## config.mk

```make
export PLATFORM = sky130hd
export DESIGN_NAME = div_wb_scheduler
export DESIGN_NICKNAME = d
export VERILOG_FILES = /design/src/rtl/div_wb_scheduler_pkg.sv /design/src/rtl/div_wb_scheduler_div_tag_pipe.sv /design/src/rtl/div_wb_scheduler.sv
export SDC_FILE = /design/constraint.sdc
export NUM_CORES = 1
export LEC_CHECK = 0
export ABC_AREA = 1
export BUFFER_PORTS_ARGS = -buffer_cell sky130_fd_sc_hd__buf_2
export CORE_MARGIN = 2
export CORE_UTILIZATION = 57
export CTS_CLUSTER_SIZE = 8
export DETAILED_ROUTE_END_ITERATION = 8
export PLACE_DENSITY = 0.95
export REMOVE_ABC_BUFFERS = 1
export SYNTH_ARGS = -nofsm -noshare
export SYNTH_HDL_FRONTEND = slang
export SYNTH_SLANG_ARGS = --single-unit
export TNS_END_PERCENT = 20
```

## constraint.sdc

```tcl
create_clock -name clk -period 2.85 [get_ports clk]
set_input_delay 0.285 -clock clk [delete_from_list [all_inputs] [get_ports clk]]
set_output_delay 0.285 -clock clk [all_outputs]
set_load 0.005 [all_outputs]
```

## src/rtl/div_wb_scheduler_pkg.sv

```systemverilog
// div_wb_scheduler_pkg
//   Shared constants and types for the divider writeback scheduler.
//   A divider tag is 7 bits: {valid, get_rem, rd[4:0]}. The bit offsets are
//   exported so the flattened div_busy bus can be decoded by consumers.
package div_wb_scheduler_pkg;

   localparam int DIV_LAT_DEF = 8;
   localparam int XLEN_DEF    = 32;
   localparam int TAG_W       = 7;
   localparam int TAG_VALID   = 6;
   localparam int TAG_REM     = 5;
   localparam int TAG_RD_HI   = 4;
   localparam int TAG_RD_LO   = 0;

   // Field order matches the bit offsets above (valid is the MSB).
   typedef struct packed {
      logic       valid;
      logic       get_rem;
      logic [4:0] rd;
   } div_tag_t;

   // A write to x0 never creates a dependence.
   function automatic logic rd_hit(input logic [4:0] rd,
                                   input logic [4:0] rs1,
                                   input logic [4:0] rs2);
      return (rd != 5'd0) && ((rd == rs1) || (rd == rs2));
   endfunction

endpackage

```

## src/rtl/div_wb_scheduler_div_tag_pipe.sv

```systemverilog
// div_tag_pipe
//   DIV_LAT-deep shift register of divider tags that runs in lockstep with the
//   divider datapath. Never stalls, never flushes.
//   Ports:
//     clk_i/rst_i          clock, synchronous active-high reset
//     issue_i/get_rem_i/rd_i  divide entering the divider this cycle
//     rs1_i/rs2_i          decode sources for the RAW query
//     busy_o               all slots, slot k at [7k+6:7k]
//     raw_hit_o            some valid slot with nonzero rd matches a source
//     tail_o               slot DIV_LAT-1 (completing this cycle)
//     near_wb_o            slot DIV_LAT-3 valid (reaches W together with decode)
module div_tag_pipe
   import div_wb_scheduler_pkg::*;
#(
   parameter int DIV_LAT = DIV_LAT_DEF
) (
   input  logic                       clk_i,
   input  logic                       rst_i,
   input  logic                       issue_i,
   input  logic                       get_rem_i,
   input  logic [4:0]                 rd_i,
   input  logic [4:0]                 rs1_i,
   input  logic [4:0]                 rs2_i,
   output logic [TAG_W*DIV_LAT-1:0]   busy_o,
   output logic                       raw_hit_o,
   output div_tag_t                   tail_o,
   output logic                       near_wb_o
);

   div_tag_t [DIV_LAT-1:0] slots_q, slots_d;
   div_tag_t               new_tag;

   always_comb begin
      new_tag = '0;
      if (issue_i) begin
         new_tag.valid   = 1'b1;
         new_tag.get_rem = get_rem_i;
         new_tag.rd      = rd_i;
      end
      slots_d = {slots_q[DIV_LAT-2:0], new_tag};
   end

   always_ff @(posedge clk_i) begin
      if (rst_i) slots_q <= '0;
      else       slots_q <= slots_d;
   end

   always_comb begin
      raw_hit_o = 1'b0;
      for (int k = 0; k < DIV_LAT; k++)
         if (slots_q[k].valid && rd_hit(slots_q[k].rd, rs1_i, rs2_i)) raw_hit_o = 1'b1;
   end

   assign busy_o    = slots_q;
   assign tail_o    = slots_q[DIV_LAT-1];
   // Decode at c reaches W at c+3; slot DIV_LAT-3 at c also writes at c+3.
   assign near_wb_o = slots_q[DIV_LAT-3].valid;

endmodule

```

## src/rtl/div_wb_scheduler.sv

```systemverilog
// div_wb_scheduler
//   Tracks in-flight divides, raises decode stalls (divider RAW and predicted
//   writeback collisions) and owns the single register-file write port.
//   Writeback priority: divider completion > skid entry > memory stage.
//   Ports:
//     clk/rst               clock, synchronous active-high reset
//     d_*                   decode-stage instruction info
//     x_div_*               divide issuing into the divider
//     div_quotient/remainder divider outputs for the slot DIV_LAT-1 tag
//     m_*                   memory-stage writeback request
//     stall_*               combinational decode stalls
//     w_*                   registered register-file write port
//     div_busy              flattened tag pipeline
//     wb_overflow           sticky: an M result was dropped
//     stall_cycles          wrapping count of stalled cycles
module div_wb_scheduler
   import div_wb_scheduler_pkg::*;
#(
   parameter int DIV_LAT = DIV_LAT_DEF,
   parameter int XLEN    = XLEN_DEF
) (
   input  logic                     clk,
   input  logic                     rst,
   input  logic [4:0]               d_rs1,
   input  logic [4:0]               d_rs2,
   input  logic                     d_reg_we,
   input  logic                     d_is_div,
   input  logic                     x_div_issue,
   input  logic [4:0]               x_div_rd,
   input  logic                     x_div_get_rem,
   input  logic [XLEN-1:0]          div_quotient,
   input  logic [XLEN-1:0]          div_remainder,
   input  logic                     m_reg_we,
   input  logic [4:0]               m_rd,
   input  logic [XLEN-1:0]          m_data,
   output logic                     stall_div_raw,
   output logic                     stall_wb_collision,
   output logic                     w_reg_we,
   output logic [4:0]               w_rd,
   output logic [XLEN-1:0]          w_data,
   output logic [TAG_W*DIV_LAT-1:0] div_busy,
   output logic                     wb_overflow,
   output logic [31:0]              stall_cycles
);

   div_tag_t        tail;
   logic            tag_raw, near_wb;

   logic            skid_v_q, skid_v_d;
   logic [4:0]      skid_rd_q, skid_rd_d;
   logic [XLEN-1:0] skid_data_q, skid_data_d;
   logic            w_we_q, w_we_d;
   logic [4:0]      w_rd_q, w_rd_d;
   logic [XLEN-1:0] w_data_q, w_data_d;
   logic            ovf_q, ovf_d;
   logic [31:0]     stall_cnt_q, stall_cnt_d;

   div_tag_pipe #(.DIV_LAT(DIV_LAT)) u_tags (
      .clk_i     (clk),
      .rst_i     (rst),
      .issue_i   (x_div_issue),
      .get_rem_i (x_div_get_rem),
      .rd_i      (x_div_rd),
      .rs1_i     (d_rs1),
      .rs2_i     (d_rs2),
      .busy_o    (div_busy),
      .raw_hit_o (tag_raw),
      .tail_o    (tail),
      .near_wb_o (near_wb)
   );

   // The issuing divide is not in slot 0 yet, so it is matched directly.
   assign stall_div_raw = tag_raw
                        | (x_div_issue & rd_hit(x_div_rd, d_rs1, d_rs2))
                        | (skid_v_q & rd_hit(skid_rd_q, d_rs1, d_rs2));
   assign stall_wb_collision = near_wb & d_reg_we & ~d_is_div;

   always_comb begin
      w_we_d      = 1'b0;
      w_rd_d      = '0;
      w_data_d    = '0;
      skid_v_d    = skid_v_q;
      skid_rd_d   = skid_rd_q;
      skid_data_d = skid_data_q;
      ovf_d       = ovf_q;
      if (tail.valid) begin
         w_we_d   = 1'b1;
         w_rd_d   = tail.rd;
         w_data_d = tail.get_rem ? div_remainder : div_quotient;
         if (m_reg_we) begin
            if (!skid_v_q) begin
               skid_v_d    = 1'b1;
               skid_rd_d   = m_rd;
               skid_data_d = m_data;
            end else begin
               // No room left: the older skid entry is kept, M is lost.
               ovf_d = 1'b1;
            end
         end
      end else if (skid_v_q) begin
         w_we_d   = 1'b1;
         w_rd_d   = skid_rd_q;
         w_data_d = skid_data_q;
         // Drain and reload in the same cycle when M also wants the port.
         skid_v_d    = m_reg_we;
         skid_rd_d   = m_rd;
         skid_data_d = m_data;
      end else if (m_reg_we) begin
         w_we_d   = 1'b1;
         w_rd_d   = m_rd;
         w_data_d = m_data;
      end
   end

   always_comb begin
      stall_cnt_d = stall_cnt_q;
      if (stall_div_raw | stall_wb_collision) stall_cnt_d = stall_cnt_q + 32'd1;
   end

   always_ff @(posedge clk) begin
      if (rst) begin
         skid_v_q    <= 1'b0;
         skid_rd_q   <= '0;
         skid_data_q <= '0;
         w_we_q      <= 1'b0;
         w_rd_q      <= '0;
         w_data_q    <= '0;
         ovf_q       <= 1'b0;
         stall_cnt_q <= '0;
      end else begin
         skid_v_q    <= skid_v_d;
         skid_rd_q   <= skid_rd_d;
         skid_data_q <= skid_data_d;
         w_we_q      <= w_we_d;
         w_rd_q      <= w_rd_d;
         w_data_q    <= w_data_d;
         ovf_q       <= ovf_d;
         stall_cnt_q <= stall_cnt_d;
      end
   end

   assign w_reg_we     = w_we_q;
   assign w_rd         = w_rd_q;
   assign w_data       = w_data_q;
   assign wb_overflow  = ovf_q;
   assign stall_cycles = stall_cnt_q;

endmodule

```

==> qor.yml, run 1 <==
grt:
  grt_pass1_wl_um: 41350
  grtUsageTotal: 0.3129
  grt_max_degree: 85
  grt-ovfl-total: 0
  grt_pass1_vias: 8726
  antenna_found_initial: 0
yosys:
  synth_top_area_frac: 0.3749
  yosysSeqAreaShare: 0.3749
  ys_seq_elements: 165
  avgSynthCellArea_um2: 6.468
  synth_cell_types: 30
  synth_top_area_cell: "dfxtp_1"
  yosys_warnings: 0
  synthTopCellsByArea: "dfxtp_1 (37%), nand2_1 (13%), nor2_1 (9.4%), inv_1 (7.9%), xor2_1 (6.5%)"
  syn_area_um2: 8810
  synth_cells: 1362
sta:
  drv_slew: 0
  hold_viol: 0
  tightest_slew_ps: 1113
  min_period_ps: 2219
  final.period_utilization: 0.7787
  rsz0062_at_grt: "no"
  finalSetupTns_ps: 0
  setup_viol: 0
  setup_ws_ps: 630.7
  fin_skew_ps: 10.12
  max_freq_mhz: 450.6
  relSlewSlack: 0.2582
routing:
  dr.pass1.iters: 5
  wl_per_cell_um: 14.68
  drc: 0
  vias: 9449
  routed_wl_um: 26090
  drtIter0Drc: 812
  ant_nets: 0
  vias_per_cell: 5.317
status:
  status: "finished, final reports clean"
die:
  row_count: 45
  die_x_um: 128.3
  start_util: 0.5817
  num_io_pins: 252
  dieArea_um2: 16470
  die_h_um: 128.3
  fp.coreArea_um2: 15150
setup_path:
  critPathMaxFanout: 4
  r2r_cells: 13
  cp-start-kind: "register"
  cp_data_arrival_time_ps: 1930
  r2r-start: "stall_cycles[0]"
  cp.required_ps: 2570
  r2r_slack_ps: 680
  endpoint_kind: "primary output"
  worstSetupPathType: "register to primary output"
  rr_endpoint: "stall_cycles[26]"
hold_path:
  hold_end: "u_tags.busy_o[5]"
  min_path_cells: 3
  min_path_type: "input port to register"
  hold_start: "x_div_get_rem"
cells_and_area:
  area_growth_syn_to_layout_pct: 21.23
  final_core_util: 0.7052
  drive_gt1_frac: 0.2001
  final_cells: 1777
  antenna_cells: 0
  layout.nets: 1700
clock_network:
  cts_root_buffer: "clkbuf_16"
  numClockSinks: 165
  clock_latency_ps: 420
  cts_tree: "done"
  postCtsSetupRepairBufs: 0
  htree_levels: 4
  clk_path_buf_depth: 2
  cts_resized: 0
  ctsHoldBuffers: 0
  clk_pin_slew_worst_paths_ps: 60
  cts_buffers: 17
pwr:
  ir_drop_uv: 422.1
  power_density_nw_per_um2: 502.4
  p_total_mw: 5.365
  leakage_nw: 5.612
run:
  drv_cap: 0
place:
  post-dp-hpwl_um: 18440
  dp_slack_ps: 639.9
  gp_congestion: 0.9970
  post-place-cells: 1745
  io_buffers: 251
## layout by cell type, fill, tap and decap left out, types with 4 or more instances in the layout
cell         n
nand2_1    308
buf_2      251
nor2_1     220
inv_1      184
dfxtp_1    165
o21ai_0    111
a21oi_1     76
xor2_1      65
nand4_1     51
nand3_1     31
xnor2_1     21
inv_2       18
clkbuf_16   17
nor3_1      15
buf_4       13
clkinv_1     5
nor4_1       5
clkinv_2     4
## Yosys cell counts, drive strengths merged
cell    instances
a21oi          77
a221oi          1
a22oi           2
a31oi           1
and3            1
buf            32
clkbuf         37
clkinv          5
dfxtp         165
ha              1
inv           202
nand2         308
nand3          32
nand4          51
nor2          225
nor3           15
nor3b           1
nor4            5
o21a            2
o21ai         113
xnor2          21
xor2           65
## worst max-delay path: stages, from the launching register on
cell and delay (ps):
dfxtp_1 370, inv_1 150, nand4_1 100, o21ai_0 180, clkinv_1 90, nand2_1 80
nand3_1 150, nor2_4 190, nand2_1 60, buf_2 140
## worst max path at each step
stage                           start                to  slack, ps
floorplan                    skid_v_q      skid_rd_q[0]      -1210
CTS                 u_tags.busy_o[10]     stall_div_raw        660
finish              u_tags.busy_o[10]     stall_div_raw        630
detailed placement           d_rs1[2]  stall_cycles[13]        640
global placement             d_rs1[2]  stall_cycles[31]        650
global route          stall_cycles[0]  stall_cycles[26]        350
## power breakdown
group          switching, mW  internal (mW)
Clock                  0.916           1.44
Sequential            0.0591           2.37
Combinational          0.340          0.238
## metrics by stage
| stage | area (um^2) | hold slack (ps) |
|---|---|---|
| after detailed placement | 10080 | 415.7 |
| after CTS | 10680 | 64.04 |
| after floorplan | 8477 | 354.1 |
| after global routing | 10680 | 79.91 |
| after global placement | 10080 | 404.1 |
| final | 10680 | 74.40 |
## cells by family (layout without fill, tap and decap cells)
| family | after synthesis | count (layout) | share of synthesized area |
|---|---|---|---|
| and+or+nand+nor | 638 | 638 | 0.2991 |
| buffers and inverters | 276 | 503 | 0.1260 |
| AOI/OAI and AO/OA | 196 | 196 | 0.1131 |
| DFF | 165 | 165 | 0.3749 |
| xor gates and xnor gates | 86 | 86 | 0.08550 |
| adders and majority gates | 1 | 1 | 0.001420 |
## metal layers
| metal | wire length [um] | GRT usage | vias up |
|---|---|---|---|
| met3 | 2397 | 0.06636 | 78 |
| met5 | 0 | 0 | - |
| li1 | - | - | 4633 |
| met4 | 867 | 0.1390 | 0 |
| met1 | 10500 | 0.3880 | 4259 |
| met2 | 12330 | 0.5253 | 479 |
## area by class of cell
class	instances	area [um^2]
fillers	1258	4466
multi-input cells	921	4408
flip-flops and latches	165	3303
repair buffers	264	1354
inverters	207	777.0
clock buffers	23	478.0
well taps	188	235.2
clock inverters	9	125.1
## flip-flops by register name, summed over array words and instances (netlist names)
register,flops
u_tags.busy_o,55
skid_data_q,32
stall_cycles,32
w_data,32
skid_rd_q,5
w_rd,5
skid_v_q,1
u_tags.near_wb_o,1
w_reg_we,1
wb_overflow,1
Power figures use the tool's default switching activity.
==> inputs of run 2 (changes only) <==
CORE_UTILIZATION = 53   (was 57)
PLACE_DENSITY = 0.93   (was 0.95)
clock period = 2.3 ns   (was 2.85 ns; I/O delays follow)
==> run 2 against run 1 <==
- wire length grew 2.8%
- power up 26%
- non-clock buffer count grew 8
- sequential share of layout area down 0.38 points
- global-route usage decreased by 1.5 points
- largest power group is now the clock network
- clock skew fell by 0.83 ps
- final cell count increased by 2.3%
- critical endpoint unchanged
- largest cell class unchanged
- utilization is 4.3 points lower
- critical path type unchanged
- sequential power is 24% higher
- via count is 0.90% higher
==> qor.yml, run 2 (same netlist as run 1, synthesis figures left out) <==
grt:
  grtUsageTotal: 0.2976
  met2_usage: 0.5271
  grtUsageMet1: 0.3596
  grt_pass1_wl_um: 42550
  grt-ovfl-total: 0
  busiest_layer: "met2"
  antenna_found_initial: 1
  grt_max_degree: 85
  grt_pass1_vias: 8821
  met3_usage: 0.06169
clock_network:
  cts_tree: "done"
  clk_path_buf_depth: 2
  cts_root_buffer: "clkbuf_16"
  numClockSinks: 165
  clock_latency_ps: 430
  clk_pin_slew_worst_paths_ps: 70
  htree_levels: 4
  cts_buffers: 17
pwr:
  power_density_nw_per_um2: 621.9
  ir_drop_uv: 499.7
  leakage_nw: 5.683
  p_total_mw: 6.753
routing:
  wl_per_cell_um: 14.76
  drtIter0Drc: 851
  drc: 0
  ant_nets: 0
  routed_wl_um: 26830
  vias: 9534
  vias_per_cell: 5.244
  dr.pass1.iters: 6
run:
  drv_cap: 0
sta:
  min_period_ps: 2192
  hold_viol: 0
  setup_ws_ps: 108.1
  tightest_slew_ps: 937.7
  fin_skew_ps: 9.295
  relSlewSlack: 0.3748
  final.period_utilization: 0.9530
  max_freq_mhz: 456.2
  drv_slew: 0
  setup_viol: 0
  whs_ps: 52.31
place:
  gp_congestion: 0.9832
  io_buffers: 251
  post-dp-hpwl_um: 19640
  dp_slack_ps: 186.6
setup_path:
  critical_path.startpoint: "u_tags.busy_o[53]"
  worstSetupPathType: "register to primary output"
  critPathMaxFanout: 13
  crit_chain: "xor2_1 > nor2_1 > nand3_1 > nand2_1 > nand2_1 > nand2_1 > nor2_4 > buf_6 > nand2_1 > buf_2"
  crit_buf_inv: 2
  cp-start-kind: "register"
  r2r-start: "stall_cycles[0]"
  crit_slowest_cell: "dfxtp_1"
  cp_data_arrival_time_ps: 1960
  path_delay_family: "simple AND/OR/NAND/NOR gates"
  cp.required_ps: 2070
  max_stage_delay_ps: 440
  path_common_cell: "nand2_1"
  endpoint_kind: "primary output"
hold_path:
  min_path_type: "input port to register"
  hold_start: "m_data[21]"
die:
  dieArea_um2: 17670
  start_util: 0.5369
  die_x_um: 132.9
  num_io_pins: 252
  row_count: 47
  fp.coreArea_um2: 16410
  die_h_um: 132.9
status:
  status: "finished, final reports clean"
cells_and_area:
  final_common_cell: "nand2_1"
  layout.nets: 1708
  final_cell_mix: "nand2_1 (308), buf_2 (251), nor2_1 (218)"
  final_core_util: 0.6619
  area_growth_syn_to_layout_pct: 23.26
  largest_reg_flops: 55
  drive_gt1_frac: 0.2198
[run 2: cell count changes in the layout (fill, tap and decap cells not counted), moves of 4 or more]
cell,before,now
dfxtp_1,165,154
inv_6,0,5
buf_4,13,17
o21ai_1,2,7
o21ai_0,111,105
inv_2,18,25
inv_1,184,177
dfxtp_2,0,11
[run 2: worst register-to-register path: stages, from the launching register on]
cell and delay, ps:
dfxtp_1 390, ha_1 230, nand3_2 120, nor2_2 200, nand3_1 140, nor2_2 180
nand3_1 190, nor2_2 160, xor2_1 180, inv_2 40, nand2_1 50, inv_1 50
nor2_1 90
[run 2: per-layer routing]
layer,wire length [um],vias up
met4,604,0
met1,10880,4367
met2,13220,448
met3,2130,59
li1,-,4660
met5,0,-
[run 2: stage by stage]
stage | TNS [ps] | cells | instance area [um^2]
after floorplan | -59520 | 1293 | 8477
after global placement | 0 | 1782 | 10170
after detailed placement | 0 | 1782 | 10170
after CTS | 0 | 1816 | 10810
after global routing | -13.74 | 1818 | 10860
final | 0 | 1818 | 10860
[run 2: worst paths after layout]
| check | slack, ps | cells after the start | endpoint |
|---|---|---|---|
| setup reg to reg | 240 | 12 | stall_cycles[24] |
| hold / removal | 50 | 3 | skid_data_q[21] |
| hold reg to reg | 420 | 2 | u_tags.busy_o[54] |
| setup / recovery | 110 | 10 | stall_div_raw |
[run 2: final cells by class]
cell class / count / area [um^2]
antenna: 1 / 2.502
clock buffer: 17 / 425.4
clock inverter: 15 / 195.2
fill: 1415 / 5548
inverter: 207 / 777.0
multi-input combinational: 921 / 4427
sequential: 165 / 3317
tap: 220 / 275.3
timing repair buffer: 272 / 1440
[run 2: power by group]
part / internal (mW) / switching (mW)
logic: 0.301 / 0.423
clock network: 1.75 / 1.28
registers: 2.93 / 0.0748
total: 4.98 / 1.77
[run 2: timing repair]
action / in CTS / in global routing
pin swaps: 1 / 3
gates resized for setup: 1 / 31
setup endpoints to repair: 1 / 5
buffers inserted: 1 / 1
hold buffers: 1 / 0
gates cloned: 0 / 0
endpoints found under the hold margin: 1 / 0
==> inputs of run 3 (changes only) <==
ABC_AREA = unset   (was 1)
CORE_UTILIZATION = 47   (was 53)
PLACE_DENSITY = 0.89   (was 0.93)
clock period = 2 ns   (was 2.3 ns; I/O delays follow)
==> run 3 against run 2 <==
- the run now ends with negative setup slack left
- register-to-register slack worse by 750 ps
- die area increased by 7.8%
- sequential share of layout area decreased by 2.0 points
- clock skew is 3.3 ps higher
- sequential cell count stayed put
- critical path depth decreased by 2
- power up 11%
- sequential power grew 12%
- via count fell by 12%
- global-route usage decreased by 4.0 points
- critical path type unchanged
- largest cell class unchanged
- largest power group unchanged
- highest routed layer unchanged
==> qor.yml, run 3 <==
sta:
  final.period_utilization: 1.309
  hold_viol: 0
  drv_slew: 0
  setup_viol: 33
  rsz0062_at_grt: "yes"
  relSlewSlack: 0.5638
  setup_ws_ps: -617.8
  min_period_ps: 2618
  finalSetupTns_ps: -13670
  fin_skew_ps: 12.61
  max_freq_mhz: 382.0
  tightest_slew_ps: 654.3
yosys:
  synthTopCellsByArea: "dfxtp_1 (39%), xor2_1 (10%), nor2b_1 (5.9%), a211oi_1 (5.7%), nand2_1 (5.4%)"
  synth_most_common_cell: "dfxtp_1"
  synth_edf_count: 0
  synth_top_area_frac: 0.3912
  synth_cell_types: 41
  yosys_warnings: 0
  synthFlopType: "dfxtp_1"
  avgSynthCellArea_um2: 8.724
  ys_seq_elements: 165
  synth_top_area_cell: "dfxtp_1"
  netlist_top_cells_count: "dfxtp_1 (165), nand2_1 (122), nor2_1 (102)"
  synth_cells: 968
  syn_area_um2: 8444
  synth_async_sr_flop_share: 0
  yosysSeqAreaShare: 0.3912
cells_and_area:
  final_common_cell: "buf_2"
  drive_gt1_frac: 0.3977
  largest_reg_flops: 55
  final_cell_mix: "buf_2 (250), dfxtp_1 (155), nand2_1 (122)"
  layout.nets: 1417
  area_growth_syn_to_layout_pct: 37.35
  final_core_util: 0.6524
clock_network:
  cts_root_buffer: "clkbuf_16"
  cts_buffers: 17
  cts_tree: "done"
  numClockSinks: 165
  clk_pin_slew_worst_paths_ps: 70
  clk_path_buf_depth: 2
  htree_levels: 4
  clock_latency_ps: 430
grt:
  grt_max_degree: 85
  grt_pass1_wl_um: 40430
  antenna_found_initial: 1
  grt_pass1_vias: 8206
  grtUsageTotal: 0.2578
  grt-ovfl-total: 0
pwr:
  power_density_nw_per_um2: 649.0
  leakage_nw: 5.320
  ir_drop_uv: 553.1
status:
  status: "finished, violations left"
  violations: "negative setup slack"
setup_path:
  critPathMaxFanout: 4
  worstSetupPathType: "register to primary output"
  cp-start-kind: "register"
  critical_path.startpoint: "u_tags.busy_o[9]"
  cp_data_arrival_time_ps: 2420
  r2r-start: "u_tags.busy_o[7]"
  endpoint_kind: "primary output"
  cp.required_ps: 1800
hold_path:
  hold_start: "m_data[22]"
  min_path_type: "input port to register"
routing:
  wl_per_cell_um: 17.55
  vias_per_cell: 5.469
  dr.pass1.iters: 5
  routed_wl_um: 26940
  ant_nets: 0
  drc: 0
  vias: 8395
  drtIter0Drc: 666
place:
  io_buffers: 251
  post-dp-hpwl_um: 17610
  gp_congestion: 0.8703
die:
  die_x_um: 138.0
  dieArea_um2: 19060
  fp.coreArea_um2: 17780
  num_io_pins: 252
  row_count: 49
  start_util: 0.4749
  die_h_um: 138.0
run:
  drv_cap: 0
-- run 3: area by class of cell --
cell class                 count  area, um^2
clock inverter                 9       117.6
antenna                        1       2.502
clock buffer                  22       484.2
sequential                   165        3316
timing repair buffer         382        2411
multi-input combinational    726        4977
inverter                       1       3.754
fill                        1359        6181
tap                          229       286.5
-- run 3: through the flow --
step           cell area [um^2]  worst slack, ps  hold slack (ps)  power, mW  instances
6_report                  11600           -617.8            21.04      7.527       1535
5_1_grt                   11600           -687.3            8.178      7.763       1535
4_1_cts                   11400           -644.3            6.473      7.507       1528
3_5_place_dp              10630           -351.5            412.2      4.144       1493
3_3_place_gp              10630           -379.6            403.7      4.117       1493
2_1_floorplan              8070            -1604            269.1      3.693        892
-- run 3: kinds of logic after synthesis --
group / synth area share
compound gates: 0.1412
xor+xnor: 0.1037
fa+ha+maj: 0.001481
buf+inv: 0.04475
flops: 0.3912
mux: 0.09290
simple gates: 0.2248
-- run 3: critical path, stage by stage (launching register included) --
cell	delay (ps)
dfxtp_1	340
buf_4	150
xor2_1	230
nor3_1	120
a22oi_2	210
o22ai_2	130
or3_4	380
or3_1	300
buf_2	140
-- run 3: final timing paths --
check / to / slack [ps] / cells past startpoint
worst max-delay path: stall_div_raw / -620 / 8
worst min-delay path: skid_data_q[22] / 20 / 3
worst max register to register: stall_cycles[16] / -510 / 11
worst min register to register: skid_data_q[29] / 450 / 2
-- run 3: repair_timing --
action / in CTS / in global routing
resized for setup: 19 / 29
pin swaps: 11 / 15
hold buffers: 1 / 0
hold endpoints to repair: 1 / 0
setup buffers: 2 / 3
cloned: 2 / 3
setup endpoints to repair: 33 / 33
-- run 3: report_power, final --
group | switching (mW) | internal [mW] | leakage (nW)
Sequential | 0.0270 | 3.33 | 1.34
Clock | 1.39 | 1.98 | 0.285
Combinational | 0.427 | 0.365 | 3.69
Total | 1.85 | 5.68 | 5.32
-- run 3: layer usage --
metal,track usage,share of wire,vias to the layer above,routed length [um]
met4,0.1037,0.033,0,887
met5,0,0,-,0
met3,0.06062,0.062,91,1680
li1,-,-,3932,-
met1,0.3015,0.40,4007,10830
met2,0.4552,0.50,365,13530
